<file path="src/rtl/prog_loader.sv">
// prog_loader: boot loader that streams a checksummed image into program memory,
// serves the core's fetch port and holds the core in reset until the image verifies.
module prog_loader #(
   parameter int DEPTH = 16,
   parameter int AW    = 4,
   parameter int IW    = 8
) (
   input  logic          clk,
   input  logic          resetn,
   input  logic          start,
   input  logic          in_valid,
   input  logic [IW-1:0] in_data,
   output logic          in_ready,
   input  logic [AW-1:0] addr,
   output logic [IW-1:0] inst,
   output logic          core_resetn,
   output logic          busy,
   output logic          done,
   output logic          err
);
   typedef enum logic [2:0] {S_IDLE, S_LOAD, S_CHECK, S_RUN, S_ERR} state_t;
   state_t        r_state, w_next;
   logic [AW-1:0] r_wptr;
   logic [IW-1:0] r_sum;
   logic [IW-1:0] r_mem [DEPTH];
   logic          r_core_resetn;
   logic          w_xfer, w_restart, w_write;
   logic [IW-1:0] w_sum_nxt;
   assign w_xfer    = in_valid & in_ready;
   assign w_restart = start & (r_state == S_IDLE || r_state == S_RUN || r_state == S_ERR);
   assign w_write   = w_xfer & (r_state == S_LOAD);
   assign w_sum_nxt = r_sum + in_data;
   always_comb begin
      w_next = r_state;
      case (r_state)
         S_IDLE:       if (start) w_next = S_LOAD;
         S_LOAD:       if (w_xfer && r_wptr == AW'(DEPTH - 1)) w_next = S_CHECK;
         S_CHECK:      if (w_xfer) w_next = (w_sum_nxt == '0) ? S_RUN : S_ERR;
         S_RUN, S_ERR: if (start) w_next = S_LOAD;
         default:      w_next = S_IDLE;
      endcase
   end
   // core_resetn is registered from the next state so it only rises on the edge entering RUN
   always_ff @(posedge clk or negedge resetn) begin
      if (!resetn) begin
         r_state       <= S_IDLE;
         r_wptr        <= '0;
         r_sum         <= '0;
         r_core_resetn <= 1'b0;
      end else begin
         r_state       <= w_next;
         r_core_resetn <= (w_next == S_RUN);
         if (w_restart) begin
            r_wptr <= '0;
            r_sum  <= '0;
         end else if (w_write) begin
            r_wptr <= r_wptr + 1'b1;
            r_sum  <= w_sum_nxt;
         end
      end
   end
   always_ff @(posedge clk or negedge resetn) begin
      if (!resetn) begin
         for (int i = 0; i < DEPTH; i++) r_mem[i] <= '0;
      end else if (w_write) begin
         r_mem[r_wptr] <= in_data;
      end
   end
   assign inst        = r_mem[addr];
   assign in_ready    = (r_state == S_LOAD) || (r_state == S_CHECK);
   assign busy        = in_ready;
   assign done        = (r_state == S_RUN);
   assign err         = (r_state == S_ERR);
   assign core_resetn = r_core_resetn;
endmodule

</file>
<file path="config.mk">
export PLATFORM = sky130hd
export DESIGN_NAME = prog_loader
export DESIGN_NICKNAME = d
export VERILOG_FILES = /design/src/rtl/prog_loader.sv
export SDC_FILE = /design/constraint.sdc
export NUM_CORES = 1
export LEC_CHECK = 0
export BUFFER_PORTS_ARGS = -buffer_cell sky130_fd_sc_hd__buf_2
export CAP_MARGIN = 20
export CELL_PAD_IN_SITES_DETAIL_PLACEMENT = 0
export CELL_PAD_IN_SITES_GLOBAL_PLACEMENT = 1
export CORE_MARGIN = 4
export CORE_UTILIZATION = 47
export CTS_CLUSTER_SIZE = 12
export DETAILED_ROUTE_END_ITERATION = 10
export PLACE_DENSITY = 0.72
export SYNTH_ARGS = -nofsm -noshare
export SYNTH_HDL_FRONTEND = slang
export SYNTH_SLANG_ARGS = --single-unit
</file>
<file path="constraint.sdc">
create_clock -name clk -period 3.25 [get_ports clk]
set_clock_uncertainty 0.2 [all_clocks]
set_input_delay 0.975 -clock clk [delete_from_list [all_inputs] [get_ports clk]]
set_output_delay 0.975 -clock clk [all_outputs]
set_load 0.05 [all_outputs]
</file>
==> results.toml <==
[power_and_ir_drop]
power.share.switching = 0.318
net-switching-power_uw = 2360
powerDensity_mw_per_mm2 = 918
report.power.total_uw = 7400
seq_power_share = 0.411
power_frac_clock = 0.245
vdd_drop_max_mv = 0.441
comb_power_share = 0.344
p_leak_uw = 0.00368
power_report.internal_total_uw = 5050

[worst_setup_path]
critical-path-top-delay-family = "multiplexers"
slowest_delay_ns = 0.53
crit_path_max_fanout = 5
crit_buf_inv = 3
criticalPathCategory = "input port to output pin"
cp_data_required_time_ns = 2.07
worstPathCellList = "buf_12 > buf_12 > mux4_2 > mux4_2 > buf_8"
critPathLaunchType = "input port"
ff2ff_setup_slack_ns = 0.58
setup.worst_path.end_class = "output pin"
r2r.worst_path.cells = 8
critical_path.reg2reg.startpoint = "r_sum[0]$_DFFE_PN0P_"
capture_point_of_the_worst_reg_to_reg_path = "r_state[2]$_DFF_PN0_"
crit_arrival_ns = 2.45
slowest_stage = "sky130_fd_sc_hd__mux4_2"

[grt]
largest_net_degree_at_the_start_of_global_routing = 65
first_global_vias = 4231
grt_util_all_layers = 0.199
initial_antenna_violation_count = 0
grt_first_pass_wirelength_microns = 24500
remaining_global_route_overflow = 0

[clocking]
post-cts-setup-buffers = 0
cts_tree = "yes"
worstSkewPairLatency_ns = 0.42
htree_num_levels = 4
cts_buffers = 17
cts_buffer_depth = 2
root_buffer = "sky130_fd_sc_hd__clkbuf_16"
clk_transition_reported_paths_ns = 0.06
clock_sink_count = 144
count_of_hold_fix_buffers_inserted_at_cts = 0

[floorplanning]
num_rows = 44
floorplan.initialDensity = 0.481
core-area_sq_mm = 0.0146
dieArea_sq_mm = 0.0169
fp.dieH_microns = 130
die_width_microns = 130
boundaryPins = 29

[finish]
fraction_of_final_layout_cells_sized_beyond_drive_strength_1 = 0.472
layoutNonFillerInstCount = 692
finish.utilization = 0.553
flow.area_growth_from_synthesis_pct = 14.9
finalNetCount = 525
finish.instance_area_sq_mm = 0.00806
num_antenna_cells = 0

[synthesis]
most_common_library_cells_after_synthesis = "sky130_fd_sc_hd__dfrtp_1 (144), sky130_fd_sc_hd__mux2_2 (102), sky130_fd_sc_hd__mux2_1 (26)"
yosys.area.top_type = "sky130_fd_sc_hd__dfrtp_1"
post-synth-top-count-cell = "sky130_fd_sc_hd__dfrtp_1"
yosys-top-cells-area = "sky130_fd_sc_hd__dfrtp_1 (51%), sky130_fd_sc_hd__mux2_2 (16%), sky130_fd_sc_hd__mux4_1 (9.0%), sky130_fd_sc_hd__mux4_2 (5.1%), sky130_fd_sc_hd__mux2_1 (4.2%)"
ffs_w_async_s_r_synth = 1.00
synth_top_area_frac = 0.514
synthFlopType = "sky130_fd_sc_hd__dfrtp_1"
synth-warning-count = 0
yosys_register_bits = 144
synth.net_count = 482
postSynthCellCount = 454
synth_enable_flop_cells = 0
avg_synthesized_cell_area_sq_um = 15.5
synth_area_sq_mm = 0.00702
synth-seq-area-share = 0.514
synthDistinctLibCells = 46

[routing]
antenna_left = 0
routed_wirelength_microns = 15500
detailedRoute.firstIterationViolations = 264
avgViaCountPerCell = 5.77
routed_wire_length_per_instance_microns = 22.4
routed-via-count = 3992
drt_first_pass_iters = 4
detailed_route_drc_error_count = 0

[sta]
unrepaired_setup_endpoints_after_global_routing = "true"
worst-slew-pin-transition_ns = 0.605
min_period_over_period = 1.11
setup-tns-final_ns = -2.80
clock.fmax_mhz = 276
post-route-min-period_ns = 3.62
max-slew-margin-rel = 0.597
postLayoutSetupSlackWorst_ns = -0.373
setup_viol = 8
hold_viol = 0
timing.final.max_slew_violations = 0

[min_path]
timing.hold.worst_path_depth = 1
hold_path_end = "r_mem[38]$_DFFE_PN0P_"
min-delay-path-class = "register to register"
min-delay-start = "r_mem[38]$_DFFE_PN0P_"

[place]
dpl_cell_area_sq_mm = 0.00737
dp.cells = 660
dp.final_hpwl_microns = 10200
gpl.final_weighted_congestion = 0.774
placement.io_buffers = 28

[job]
maxCapViolCount = 0

[run_status]
status = "complete, but fails checks"
violations = "negative setup slack"
per-stage QoR:
stage               hold slack [ns]  setup slack [ns]
finish                        0.289            -0.373
global route                  0.311            -0.418
CTS                           0.292            -0.391
detailed placement            0.278            -0.551
global placement              0.269            -0.550
floorplan                     0.256            -0.251
cell families after synthesis:
family | synth area share
multiplexers | 0.347
flip-flops | 0.514
AO/OA/AOI/OAI | 0.0262
AND/OR/NAND/NOR | 0.0546
buffers and inverters | 0.0253
XOR/XNOR | 0.0112
adder cells (fa/ha/maj) | 0.0225
cells in the final DEF, fill, tap and decap left out, types with 5 or more instances in the layout:
| master | instances |
|---|---|
| sky130_fd_sc_hd__dfrtp_1 | 144 |
| sky130_fd_sc_hd__mux2_2 | 102 |
| sky130_fd_sc_hd__mux4_2 | 40 |
| sky130_fd_sc_hd__mux2_1 | 26 |
| sky130_fd_sc_hd__buf_2 | 18 |
| sky130_fd_sc_hd__clkbuf_16 | 17 |
| sky130_fd_sc_hd__nand2_1 | 16 |
| sky130_fd_sc_hd__buf_4 | 14 |
| sky130_fd_sc_hd__nor2_1 | 11 |
| sky130_fd_sc_hd__ha_1 | 11 |
| sky130_fd_sc_hd__nand3_2 | 10 |
| sky130_fd_sc_hd__o21ai_0 | 8 |
| sky130_fd_sc_hd__buf_12 | 8 |
| sky130_fd_sc_hd__nand3_1 | 6 |
| sky130_fd_sc_hd__clkinv_2 | 6 |
| sky130_fd_sc_hd__buf_6 | 6 |
| sky130_fd_sc_hd__a21oi_1 | 5 |
| sky130_fd_sc_hd__xor2_1 | 5 |
layer usage:
layer	global-route usage	vias up	wire, microns
met5	0	-	0
met4	0.0697	0	229
met3	0.0491	22	566
met2	0.333	57	8070
met1	0.253	2124	6610
li1	-	1789	-
worst reg2reg max path, stage by stage (launching register included):
cell and delay [ns]:
sky130_fd_sc_hd__dfrtp_1 0.38, sky130_fd_sc_hd__ha_1 0.21, sky130_fd_sc_hd__fa_1 0.41, sky130_fd_sc_hd__a211oi_1 0.33, sky130_fd_sc_hd__nor2_1 0.11, sky130_fd_sc_hd__xor2_1 0.16
sky130_fd_sc_hd__nor4_1 0.24, sky130_fd_sc_hd__nand3b_1 0.23, sky130_fd_sc_hd__a32o_1 0.27
state kept, by name, indices dropped and copies added (netlist names):
register and cells:
core_resetn 1, r_state 3, r_wptr 4, r_sum 8
r_mem 128
power by group through the flow:
stage          Combinational [uW]  Clock, uW  Sequential [uW]
2_1_floorplan                2010          0             2880
3_3_place_gp                 2380          0             3030
3_5_place_dp                 2460          0             3050
4_1_cts                      2580       1850             3030
5_1_grt                      2770       1920             3120
6_report                     2550       1810             3040
layout make-up:
cell class	count	area, sq um
Sequential cell	144	3600
Clock inverter	11	91.3
Timing Repair Buffer	51	523
Multi-Input combinational cell	279	3150
Fill cell	1167	6530
Clock buffer	19	453
Inverter	4	15.0
Tap cell	184	230
worst max path at each step:
stage	startpoint	to	cells past startpoint	slack, ns
CTS	addr[0]	inst[7]	5	-0.39
global route	addr[0]	inst[7]	5	-0.42
finish	addr[0]	inst[7]	5	-0.37
global placement	addr[0]	inst[7]	5	-0.55
floorplan	addr[0]	inst[5]	4	-0.25
detailed placement	addr[0]	inst[7]	5	-0.55
what timing repair did:
| item | 4_1_cts | 5_1_grt |
|---|---|---|
| pin swaps | 0 | 0 |
| resized for setup | 33 | 0 |
| endpoints found under the setup margin | 8 | 8 |
| gates cloned | 2 | 0 |
Power figures use the tool's default switching activity.
